$ cat src/rtl/cacheline_adaptor.sv
// Bridges one 256-bit cacheline request to four 64-bit memory beats (read or write).
// Latency: resp_o pulses the cycle after the 4th accepted beat (6 cycles minimum).
// Backpressure: resp_i=0 stalls the burst; cache requests are held until resp_o.
module cacheline_adaptor #(
  parameter int s_line  = 256,
  parameter int s_burst = 64
) (
  input  logic               clk,
  input  logic               rst,
  input  logic [s_line-1:0]  line_i,
  output logic [s_line-1:0]  line_o,
  input  logic [31:0]        address_i,
  input  logic               read_i,
  input  logic               write_i,
  output logic               resp_o,
  input  logic [s_burst-1:0] burst_i,
  output logic [s_burst-1:0] burst_o,
  output logic [31:0]        address_o,
  output logic               read_o,
  output logic               write_o,
  input  logic               resp_i
);

  localparam int beats = s_line / s_burst;

  localparam logic [1:0] IDLE  = 2'd0;
  localparam logic [1:0] READ  = 2'd1;
  localparam logic [1:0] WRITE = 2'd2;
  localparam logic [1:0] DONE  = 2'd3;

  logic [1:0]        state;
  logic [1:0]        cnt;
  logic [s_line-1:0] wline;

  always_ff @(posedge clk or negedge rst) begin
    if (!rst) begin
      state     <= IDLE;
      cnt       <= 2'd0;
      wline     <= '0;
      line_o    <= '0;
      address_o <= 32'd0;
    end else begin
      case (state)
        IDLE: begin
          cnt <= 2'd0;
          // Write wins when both requests are raised together.
          if (write_i) begin
            state     <= WRITE;
            address_o <= {address_i[31:5], 5'b0};
            wline     <= line_i;
          end else if (read_i) begin
            state     <= READ;
            address_o <= {address_i[31:5], 5'b0};
          end
        end
        READ: begin
          if (resp_i) begin
            for (int k = 0; k < beats; k++) begin
              if (cnt == 2'(k)) line_o[k*s_burst +: s_burst] <= burst_i;
            end
            cnt <= cnt + 2'd1;
            if (cnt == 2'd3) state <= DONE;
          end
        end
        WRITE: begin
          if (resp_i) begin
            cnt <= cnt + 2'd1;
            if (cnt == 2'd3) state <= DONE;
          end
        end
        default: state <= IDLE;
      endcase
    end
  end

  always_comb begin
    burst_o = '0;
    for (int k = 0; k < beats; k++) begin
      if (cnt == 2'(k)) burst_o = wline[k*s_burst +: s_burst];
    end
  end

  assign read_o  = (state == READ);
  assign write_o = (state == WRITE);
  assign resp_o  = (state == DONE);

endmodule
$ cat config.mk
export PLATFORM = sky130hd
export DESIGN_NAME = cacheline_adaptor
export DESIGN_NICKNAME = d
export VERILOG_FILES = /design/src/rtl/cacheline_adaptor.sv
export SDC_FILE = /design/constraint.sdc
export NUM_CORES = 1
export LEC_CHECK = 0
export ABC_CLOCK_PERIOD_IN_PS = 3660
export CORE_AREA = 3 3 275 277
export CTS_BUF_LIST = sky130_fd_sc_hd__clkbuf_2
export DETAILED_ROUTE_END_ITERATION = 8
export DIE_AREA = 0 0 278 280
export MAX_ROUTING_LAYER = met4
export RECOVER_POWER = 25
export SETUP_SLACK_MARGIN = 0.05
export SYNTH_ARGS = -nofsm -noshare
export SYNTH_HDL_FRONTEND = slang
export SYNTH_SLANG_ARGS = --single-unit
$ cat constraint.sdc
create_clock -name clk -period 3.66 [get_ports clk]
set_input_delay 0.732 -clock clk [delete_from_list [all_inputs] [get_ports clk]]
set_output_delay 0.732 -clock clk [all_outputs]
set_load 0.05 [all_outputs]
---- After elaboration in Yosys (flattened, before gate mapping) ----
Cells that the tools add are included.
word-level totals
  ROM bits ................................ 0
  memory bits (writable) .................. 0
  memories kept ........................... 0
  bits of input ports ..................... 357
  register bits after elaboration ......... 548
  latch bits .............................. 0
  logic and storage cells ................. 44
cells by class
  shift operators ......................... 0
  multipliers ............................. 0
  reduce and logical (&&, ||, !) cells .... 13
  divide/modulo/power cells ............... 0
  equal/unequal tests ..................... 9
  bitwise logic cells ..................... 0
  magnitude comparators ................... 0
  mux-type cells .......................... 13
  add/subtract/negate cells ............... 1
operators with widths
  kind                 number
  $mux 64              4
  $mux 32              2
  $reduce_and 3->1     5
  $mux 2               5
  $eq 2x2->1 const B   4
  $pmux 2 s2           2
  $reduce_and 2->1     3
  $eq 2x1->1 const B   2
  $logic_not 2->1      2
  $ne 2x1->1 const B   2
  $reduce_bool 2->1    2
  $ne 3x3->1 const B   1
  $add 2x1->2 const B  1
  $reduce_or 2->1      1

---- Depth between registers and ports, before layout ----
Gate-level depths: netlist (run 1).
  depth in word-level cells ............... 5
  mapped depth ............................ 7
  gate-level depth less buffers ........... 5

---- Least setup slack after synthesis (run 1) ----
OpenSTA, ideal clock, no wires.
  path kind ............................... reg2out
  start point ............................. reg cnt[0]
  end point ............................... out burst_o[10]
  arrival ................................. 2.419 ns
  buffers on the path ..................... 2
  path slack .............................. 0.509 ns
  required time ........................... 2.928 ns
  stages on the path, launching flop included .. 7
  cell sequence ........................... dfrtp_1 > inv_1 > ha_1 > buf_2 > clkbuf_1 > a221oi_1 > o31ai_1
between the ends
  longest elaborated chain between the ends .. 5
  elaborated cells on any way between the ends .. 8
  classes of those cells .................. eq/ne (3); mux (4); reduce/logical (1)
ends and longest elaborated chain
  element                   RTL line  text
  start: declaration        32        logic [1:0] cnt;
  start signal: assignment  61        cnt <= cnt + 2'd1;
  start signal: assignment  67        cnt <= cnt + 2'd1;
  $logic_not 2->1           79        if (cnt == 2'(k)) burst_o = wline[k*s_burst +: s_burst];
  $mux 64 (3 in series)     79
  $mux 64 *                 79
  end: declaration          17        output logic [s_burst-1:0] burst_o,
Every way passes the cells marked *; elsewhere a longest branch is shown, timed or not.

---- Worst setup path after layout (run 1) ----
  start point ............................. reg cnt[1]
  end point ............................... out burst_o[58]
Same word-level chain as after synthesis.

==> run summary, run 1 <==
After detailed routing, the number of vias per cell comes to 4.694. The routed layout has 17400 vias. The die width came out at 278 µm.

The max-slew headroom at the worst pin is -30.57%. Fraction of synthesized cell area taken by the top area cell type: 60.65%. The clock passes through at most 3 buffers. In the final design database the tool counted 2997 nets. In the post-synthesis netlist, the biggest area contributors are sky130_fd_sc_hd__dfrtp_1, sky130_fd_sc_hd__mux2_2, sky130_fd_sc_hd__a221oi_1, sky130_fd_sc_hd__o31ai_1, sky130_fd_sc_hd__nor2b_1. The flow ran to the end, but the final reports show violations. After detailed routing, the wire length on met1 is 29870 µm.

The die height is 280 µm. The Yosys step of the flow raised 0 warnings. Synthesis produced 1481 cells. The later pin in the worst-skew pair is clocked with a latency of 1.26 ns. The worst setup margin was -0.1445 ns. The startpoint of the most critical register-to-register path was state[1]. The most frequent cell on the critical path is sky130_fd_sc_hd__buf_4. Before antenna repair, the detailed router went through 5 iterations. After clock tree synthesis, the clock-pin slew on the worst setup and hold paths is 0.09 ns. The area of the mapped netlist was 22400 µm²; the total of buffers placed on input and output ports was 701. Hold violation count in the final report: 0. The worst setup path is captured at a primary output. Wires add up to 79030 µm. The number of nets still failing antenna checks after routing was 0.

Clock buffer count from CTS: 149. Across every metal layer, demand over resource in global routing totals 19.82%. The region available for standard cell placement spans 73080 µm². Critical path class: flip-flop to primary output.

The kind of cell adding the most delay to the critical path was buffers and inverters. The flop-to-flop setup slack was 1.14 ns; the detailed placer's ending HPWL was 50270 µm. Counting flops and latches in the post-synthesis netlist gives 543.

For this run, design rule violations remaining after detail routing come to 0. The global placement routability congestion is 0.8674, and the proportion of synthesized chip area in sequential cells is 60.65%. The number of antenna violations at the first check in global routing is 10.

After the first detailed-routing iteration, the DRC count stood at 576. Reported leakage power: 15.77 nW. The routed design uses 40600 µm of met2 wire. The tool flagged a number of max-cap violations equal to 5. The signal on the critical path passes through buf_4 > buf_4 > ha_4 > buf_4 > buf_12 > o31ai_1 > buf_4.

The transition at the pin with the smallest max-transition slack works out to 1.959 ns. In this run the worst hold path is classified as primary input to flip-flop. The worst-case vdd ir drop was 0.9588 mV; the number of standard cells in the final layout excluding fillers was 3707. Counting every sink on the clock net gives 543. The first global-routing pass estimated 114400 µm of wire. The worst hold slack was 0.2586 ns. After detailed routing, the average wire length per cell comes to 21.32 µm. Counting tap cells, the placed design contains a total of 3082 instances.

The clock arrives with 0.1009 ns of skew. Setup repair after global routing could not meet its margin everywhere. The share of the core filled with cells in the final layout is 50.33%.

Yosys mapped the design onto 22 distinct sky130hd cell types. STA puts the critical path data required time at 2.93 ns. The timing endpoint of the critical path was burst_o[58]. The tools report the critical path launch point type as a flip-flop. The number of buffers and inverters on the critical path is 5.

The total number of placement rows came out at 99. The biggest area contributor in the post-synthesis netlist is sky130_fd_sc_hd__dfrtp_1. The via count of the first global-routing pass was 19160; the average footprint of a synthesized cell was 15.13 µm². The most critical setup path has its startpoint at cnt[1].

After layout, the minimum clock period comes to 3.805 ns. Timing would allow up to 0.2628 GHz. For this configuration, the core starts out at a cell density of 30.65%. The delay contributed by the slowest stage of the critical path came out at 0.44 ns. The highest-delay cell along the critical path is sky130_fd_sc_hd__dfrtp_2. Maximum number of pins on one net before global-route repair: 86.

For this run the aggregate overflow at the end of global routing stands at 0. Setup total negative slack on the finished layout was measured at -5.000 ns. Cells with a size suffix above 1 make up 37.00% of the layout.

The final-report setup violation count was 64. Signal routing reaches up to met4. The met3 wire length is 5544 µm.

TritonCTS built the clock tree. For this design the top-level I/O count stands at 712. After layout, the worst path uses 103.9% of the clock period. STA puts the critical path data arrival time at 3.07 ns.

The count of final max-slew check failures is 310. Area added between synthesis and finish: 64.18%. The final reports fail on capacitance limit, slew limit, setup timing.

Top fanout value on the critical path: 24. The depth of the critical timing path with buffers and inverters included came out at 7. The endpoint identified for the worst register-to-register timing path is line_o[184]. CTS built an H-tree with a depth of 4. The number of cell instances on the worst register-to-register path is 5.

The tree is rooted in a sky130_fd_sc_hd__clkbuf_2. The die area was 77840 µm². For this design the ratio of total power to cell area is 1023 nW/µm². At the placement stage, the worst setup path has a slack of 0.5971 ns.
cell families (layout without fill, tap and decap cells):
kind of cell    count (synthesis)  count (layout)  synth area share, %
buf+inv                       108            1361                3.418
compound gates                136             136                4.853
flops                         543             543                60.65
mux                           542             542                27.24
simple gates                  140             140                3.200
other cells                     1              15              0.01674
fa+ha+maj                      11              11               0.6143
state kept, by name, indices dropped and copies added (netlist names):
name and count:
address_o 27, cnt 2, line_o 256, state 2, wline 256
per-layer routing:
metal / vias up / GRT usage (%)
met4: 0 / 8.948
li1: 7766 / -
met5: - / -
met1: 8787 / 21.30
met2: 669 / 33.70
met3: 177 / 6.174
stage by stage:
stage | power [W] | area [µm²]
3_5_place_dp | 0.03114 | 30850
5_1_grt | 0.03932 | 36780
6_report | 0.03762 | 36780
3_3_place_gp | 0.03080 | 30850
4_1_cts | 0.03681 | 36030
2_1_floorplan | 0.02304 | 22420
synth_stat cells:
cell	number
sky130_fd_sc_hd__dfrtp_1	543
sky130_fd_sc_hd__mux2_2	542
sky130_fd_sc_hd__nand2_1	68
sky130_fd_sc_hd__nor2b_1	64
sky130_fd_sc_hd__o31ai_1	64
sky130_fd_sc_hd__a221oi_1	63
sky130_fd_sc_hd__buf_6	32
sky130_fd_sc_hd__buf_4	26
sky130_fd_sc_hd__clkbuf_1	26
sky130_fd_sc_hd__buf_2	18
sky130_fd_sc_hd__ha_1	11
sky130_fd_sc_hd__inv_1	6
sky130_fd_sc_hd__a21oi_1	4
sky130_fd_sc_hd__nand3_2	4
sky130_fd_sc_hd__nand2b_1	2
sky130_fd_sc_hd__o21ai_0	2
sky130_fd_sc_hd__a22o_1	1
sky130_fd_sc_hd__a22oi_1	1
sky130_fd_sc_hd__conb_1	1
sky130_fd_sc_hd__nand3_1	1
sky130_fd_sc_hd__nor2_1	1
sky130_fd_sc_hd__o21ai_2	1
worst min-delay path by stage:
| stage | start | to | cells past startpoint |
|---|---|---|---|
| 2_1_floorplan | rst | address_o[10] | 0 |
| 3_3_place_gp | line_o[247] | line_o[247] | 1 |
| 3_5_place_dp | line_o[93] | line_o[93] | 1 |
| 4_1_cts | burst_i[54] | line_o[118] | 2 |
| 5_1_grt | burst_i[20] | line_o[212] | 2 |
| 6_report | burst_i[20] | line_o[20] | 2 |
layout by cell type (no fill, tap or decap), types with 39 or more instances in the layout:
master                              n
sky130_fd_sc_hd__dlygate4sd3_1    315
sky130_fd_sc_hd__nor2b_1           62
sky130_fd_sc_hd__o31ai_4           39
sky130_fd_sc_hd__mux2_2           542
sky130_fd_sc_hd__dfrtp_1          541
sky130_fd_sc_hd__clkdlybuf4s50_1  633
sky130_fd_sc_hd__a221oi_1          44
sky130_fd_sc_hd__nand2_1           66
sky130_fd_sc_hd__buf_12            57
sky130_fd_sc_hd__clkbuf_2         224
sky130_fd_sc_hd__buf_4             43
layout make-up:
class	instances	area, µm²
Antenna cell	10	25.02
Clock buffer	221	1106
Clock inverter	39	241.5
Fill cell	6294	36300
Inverter	6	25.02
Multi-Input combinational cell	834	8976
Sequential cell	543	13590
Tap cell	959	1200
Timing Repair Buffer	1095	11620
repair_timing:
action	CTS	global route
pin swaps	46	23
gates cloned	4	8
endpoints found under the hold margin	922	0
resized for setup	91	84
setup buffers	14	13
hold buffers	316	0
setup endpoints to repair	67	65
report_power, final:
| part | switching [W] | leakage (nW) | internal (W) |
|---|---|---|---|
| Sequential | 0.00167 | 6.60 | 0.00888 |
| Clock | 0.00263 | 1.04 | 0.00172 |
| Combinational | 0.0131 | 8.13 | 0.00961 |
(Power assumes the default switching activity.)
==> run 2: changes to the inputs <==
--- a/config.mk
+++ b/config.mk
@@ -5,11 +5,12 @@
 export SDC_FILE = /design/constraint.sdc
 export NUM_CORES = 1
 export LEC_CHECK = 0
-export ABC_CLOCK_PERIOD_IN_PS = 3660
-export CORE_AREA = 3 3 275 277
+export ABC_CLOCK_PERIOD_IN_PS = 4200
+export CORE_AREA = 3 3 278 280
 export CTS_BUF_LIST = sky130_fd_sc_hd__clkbuf_2
+export CTS_CLUSTER_DIAMETER = 150
 export DETAILED_ROUTE_END_ITERATION = 8
-export DIE_AREA = 0 0 278 280
+export DIE_AREA = 0 0 281 283
 export MAX_ROUTING_LAYER = met4
 export RECOVER_POWER = 25
 export SETUP_SLACK_MARGIN = 0.05
==> constraint.sdc (replaced) <==
create_clock -name clk -period 4.2 [get_ports clk]
set_input_delay 0.84 -clock clk [delete_from_list [all_inputs] [get_ports clk]]
set_output_delay 0.84 -clock clk [all_outputs]
set_load 0.05 [all_outputs]
==> run 2 against run 1 <==
  * The flow finishes with violations (capacitance limit, slew limit)
  * Utilization shrank 4.3 points
  * Clock-buffer cell count grew 14
  * Global-route usage shrank 0.70 points
  * Setup slack gained 0.40 ns
  * Clock skew grew 0.0016 ns
  * Clock power shrank 11%
  * Cell count shrank 3.2%
  * Sequential power shrank 14%
  * Critical path depth grew 3
  * Critical endpoint is now burst_o[1]
==> run summary, run 2 (synthesis results as in run 1) <==
The flow ran to the end, but the final reports show violations. The final reports fail on capacitance limit, slew limit. The tools report the proportion of power drawn by combinational gates as 57.9% (-2.5 points). For the minimum setup slack after placement, the log shows 0.5363 ns (-0.06085 ns).

The maximum number of pins on one net before global-route repair is 95 (+10%), and the proportion of power drawn by the clock network is 12.5% (+0.9 points). The clock skew after layout was 0.1025 ns (+0.001586 ns). The starting density of the core was 29.99% (-0.66 points); the routed wire length was 75190 µm (-4.9%). The global route total overflow was 0 (unchanged); the register area was 13590 µm² (unchanged). The hold violation count in the final report came out at 0 (unchanged). The required arrival time at the worst endpoint is 3.36 ns (+0.43 ns). The most frequent cell on the critical path was sky130_fd_sc_hd__buf_6. The number of nets still failing antenna checks after routing came out at 0 (unchanged).

The post-route cell area is 34380 µm² (-6.5%). The kind of cell adding the most delay to the critical path is buffers and inverters. The largest registers in the layout are line_o: 256 flops, wline: 256 flops, address_o: 27 flops. Setup repair after global routing could not meet its margin everywhere.

The run gives -79.21% (-49 points) as the max-slew headroom at the worst pin. Critical path launch point type: a flip-flop. The tools report the worst-case vdd ir drop as 0.6715 mV (-30%). The number of clock sinks was 543 (unchanged); the total number of placement rows was 100 (+1.0%). The aggregate negative setup slack was 0 ns (+5.000 ns); the arrival time of data at the critical path endpoint was 3.11 ns (+0.04 ns). The clock-pin slew on the worst setup and hold paths works out to 0.10 ns (about the same). The average wire per standard cell is 20.96 µm (-1.7%), and the final cycle utilization of the critical path is 93.96%. The library cell used most frequently in the layout, excluding fill and tap cells, is sky130_fd_sc_hd__clkdlybuf4s50_1.

The power per cell area was 900.7 nW/µm² (-12%). The capturing element type of the critical path was a primary output. The cell-internal power was 0.01649 W (-18%); the die area was 79520 µm² (+2.2%). The worst hold slack is 0.2152 ns (-0.04343 ns).

For this run, the top clock speed supported by timing is 0.2534 GHz. The area added between synthesis and finish works out to 53.47%. The tools report the count of final max-slew check failures as 94 (-70%). The worst setup margin came out at 0.2538 ns (+0.3983 ns). Leaving out fill and tap cells, the most frequent cells in the layout are sky130_fd_sc_hd__clkdlybuf4s50_1, sky130_fd_sc_hd__mux2_2, sky130_fd_sc_hd__dfrtp_1, sky130_fd_sc_hd__clkbuf_2, sky130_fd_sc_hd__dlygate4sd3_1. The post-route total power was 0.03097 W (-18%); the final-report setup violation count was 0 (-100%). The tools report the reported leakage power as 14.88 nW (-5.7%).

The first-pass iteration count of the detailed router is 4 (-1), and the number of antenna violations at the first check in global routing is 18 (+8). Detailed placer's ending HPWL: 50020 µm (-0.51%). The via count of the first global-routing pass is 18460 (-3.6%). TritonCTS built the clock tree.

The aggregate global-route resource usage is 19.13% (-0.70 points). The worst hold-check path type is primary input to flip-flop. Number of levels in the clock H-tree: 4 (unchanged). The tools report the DRC violation count after routing as 0 (unchanged). The tools report the max-capacitance violation count as 1 (-4). The die width was 281 µm (+1.1%). The switching share of power came out at 46.76% (+0.50 points). For the number of ports placed on the die boundary, the log shows 712 (unchanged). The critical path in this run is classified as flip-flop to primary output.

The run gives 668 (+16%) as the number of design-rule violations left by the first detailed-router iteration. Transition at the pin with the smallest max-transition slack: 2.688 ns (+0.7296 ns). The critical path goes through inv_2 > ha_4 > nor2b_4 > buf_12 > buf_16 > buf_8 > buf_6 > a221oi_2 > o31ai_2 > buf_6. The buffers plus inverters on the worst setup path was 6 (+1); the area of the core region was 74700 µm² (+2.2%).

The run gives 6706 (+6.5%) as the count of filler cells inserted in the layout. The top fanout value on the critical path was 7 (-71%). The per-cell via count in the routed design was 4.658 (-0.75%). The total of buffers placed on input and output ports works out to 701 (unchanged).

The logs give 16710 (-3.9%) for the total via count after detailed routing and 112600 µm (-1.5%) for the wire length of the first global-routing pass. Insertion delay to the later sink of the worst-skew pair: 1.28 ns (+0.02 ns). The run gives 150 (+0.67%) as the clock buffer count from CTS. Share of final-layout standard cells stronger than drive strength 1: 38.06% (+1.1 points). The global placement routability congestion was 0.8267 (-4.7%). The highest-delay cell along the critical path was sky130_fd_sc_hd__dfrtp_2. The routed design could run at a clock period as short as 3.946 ns. The share of power burned in registers was 29.5% (+1.5 points); the maximum number of buffers from clock root to sink was 3 (unchanged). The logs give 8457 µm² (-5.8%) for the area used by multi-input combinational logic and 2856 (-4.7%) for the net total in the final layout.

The run gives 0.01448 W (-17%) as the total net switching power. The delay contributed by the slowest stage of the critical path is 0.45 ns (about the same), and the standard cell area after detailed placement is 30400 µm² (-1.5%). The die height was 283 µm (+1.1%). The tools report the buffer cell driving the clock tree root as sky130_fd_sc_hd__clkbuf_2.
==> run 2: changes by cell type in the layout (fill, tap and decap cells not counted), sizes merged <==
cell	delta
clkbuf	+4
clkdlybuf4s15	-1
clkdlybuf4s50	+3
dlygate4sd3	-143
clkinv	-14
bufbuf	+2
dlygate4sd2	-2
clkinvlp	+2
inv	-3
bufinv	+1
diode	+13
buf	+9
==> run 2: worst paths after layout <==
kind,start,endpoint,slack [ns],cells past startpoint
max,cnt[0],burst_o[1],0.25,10
min,line_i[25],wline[25],0.22,2
max reg2reg,cnt[0],line_o[229],1.39,8
min reg2reg,line_o[112],line_o[112],0.51,1
max in group asynchronous,rst,line_o[123],0.57,4
min in group asynchronous,rst,line_o[58],0.92,2
==> run 2: metal layers <==
metal  GRT usage [%]  share of wire [%]  vias to the layer above
li1                -                  -                     7511
met1           20.21                 37                     8373
met2           32.40                 51                      667
met3           6.851                8.3                      163
met4           7.798                3.4                        0
met5               -                  0                        -
==> run 2: what timing repair did <==
action	CTS	global route
endpoints found under the hold margin	276	0
pin swaps	52	7
setup endpoints to repair	64	43
setup buffers	28	5
hold buffers	172	0
gates resized for setup	287	19
cloned	8	2
==> run 2: worst reg2reg max path, stage by stage, from the launching register on <==
cell	delay, ns
sky130_fd_sc_hd__dfrtp_2	0.45
sky130_fd_sc_hd__buf_4	0.15
sky130_fd_sc_hd__ha_4	0.19
sky130_fd_sc_hd__buf_4	0.16
sky130_fd_sc_hd__buf_12	0.17
sky130_fd_sc_hd__nand3_4	0.08
sky130_fd_sc_hd__buf_4	0.49
sky130_fd_sc_hd__buf_4	0.57
sky130_fd_sc_hd__mux2_2	0.41
==> run 2: through the flow <==
| step | std cells | util, % |
|---|---|---|
| 2_1_floorplan | 1485 | - |
| 3_3_place_gp | 3092 | 40.70 |
| 3_5_place_dp | 3092 | 40.70 |
| 4_1_cts | 3560 | 45.90 |
| 5_1_grt | 3587 | 46.03 |
| 6_report | 3588 | 46.03 |
==> run 2: final cells by class <==
cell class | count | area share (%)
antenna | 23 | 0.1674
sequential | 543 | 39.53
clock buffer | 235 | 3.421
clock inverter | 25 | 0.5641
timing repair buffer | 953 | 28.12
inverter | 6 | 0.07278
multi-input combinational | 834 | 24.60
tap | 969 | 3.526
==> run 2: power by group through the flow <==
stage / clock network (W) / logic [W] / registers, W
final: 0.00388 / 0.0179 / 0.00915
after global routing: 0.00440 / 0.0187 / 0.00943
after CTS: 0.00409 / 0.0180 / 0.00912
after detailed placement: 0 / 0.0168 / 0.00919
after global placement: 0 / 0.0166 / 0.00906
after floorplan: 0 / 0.00693 / 0.0131
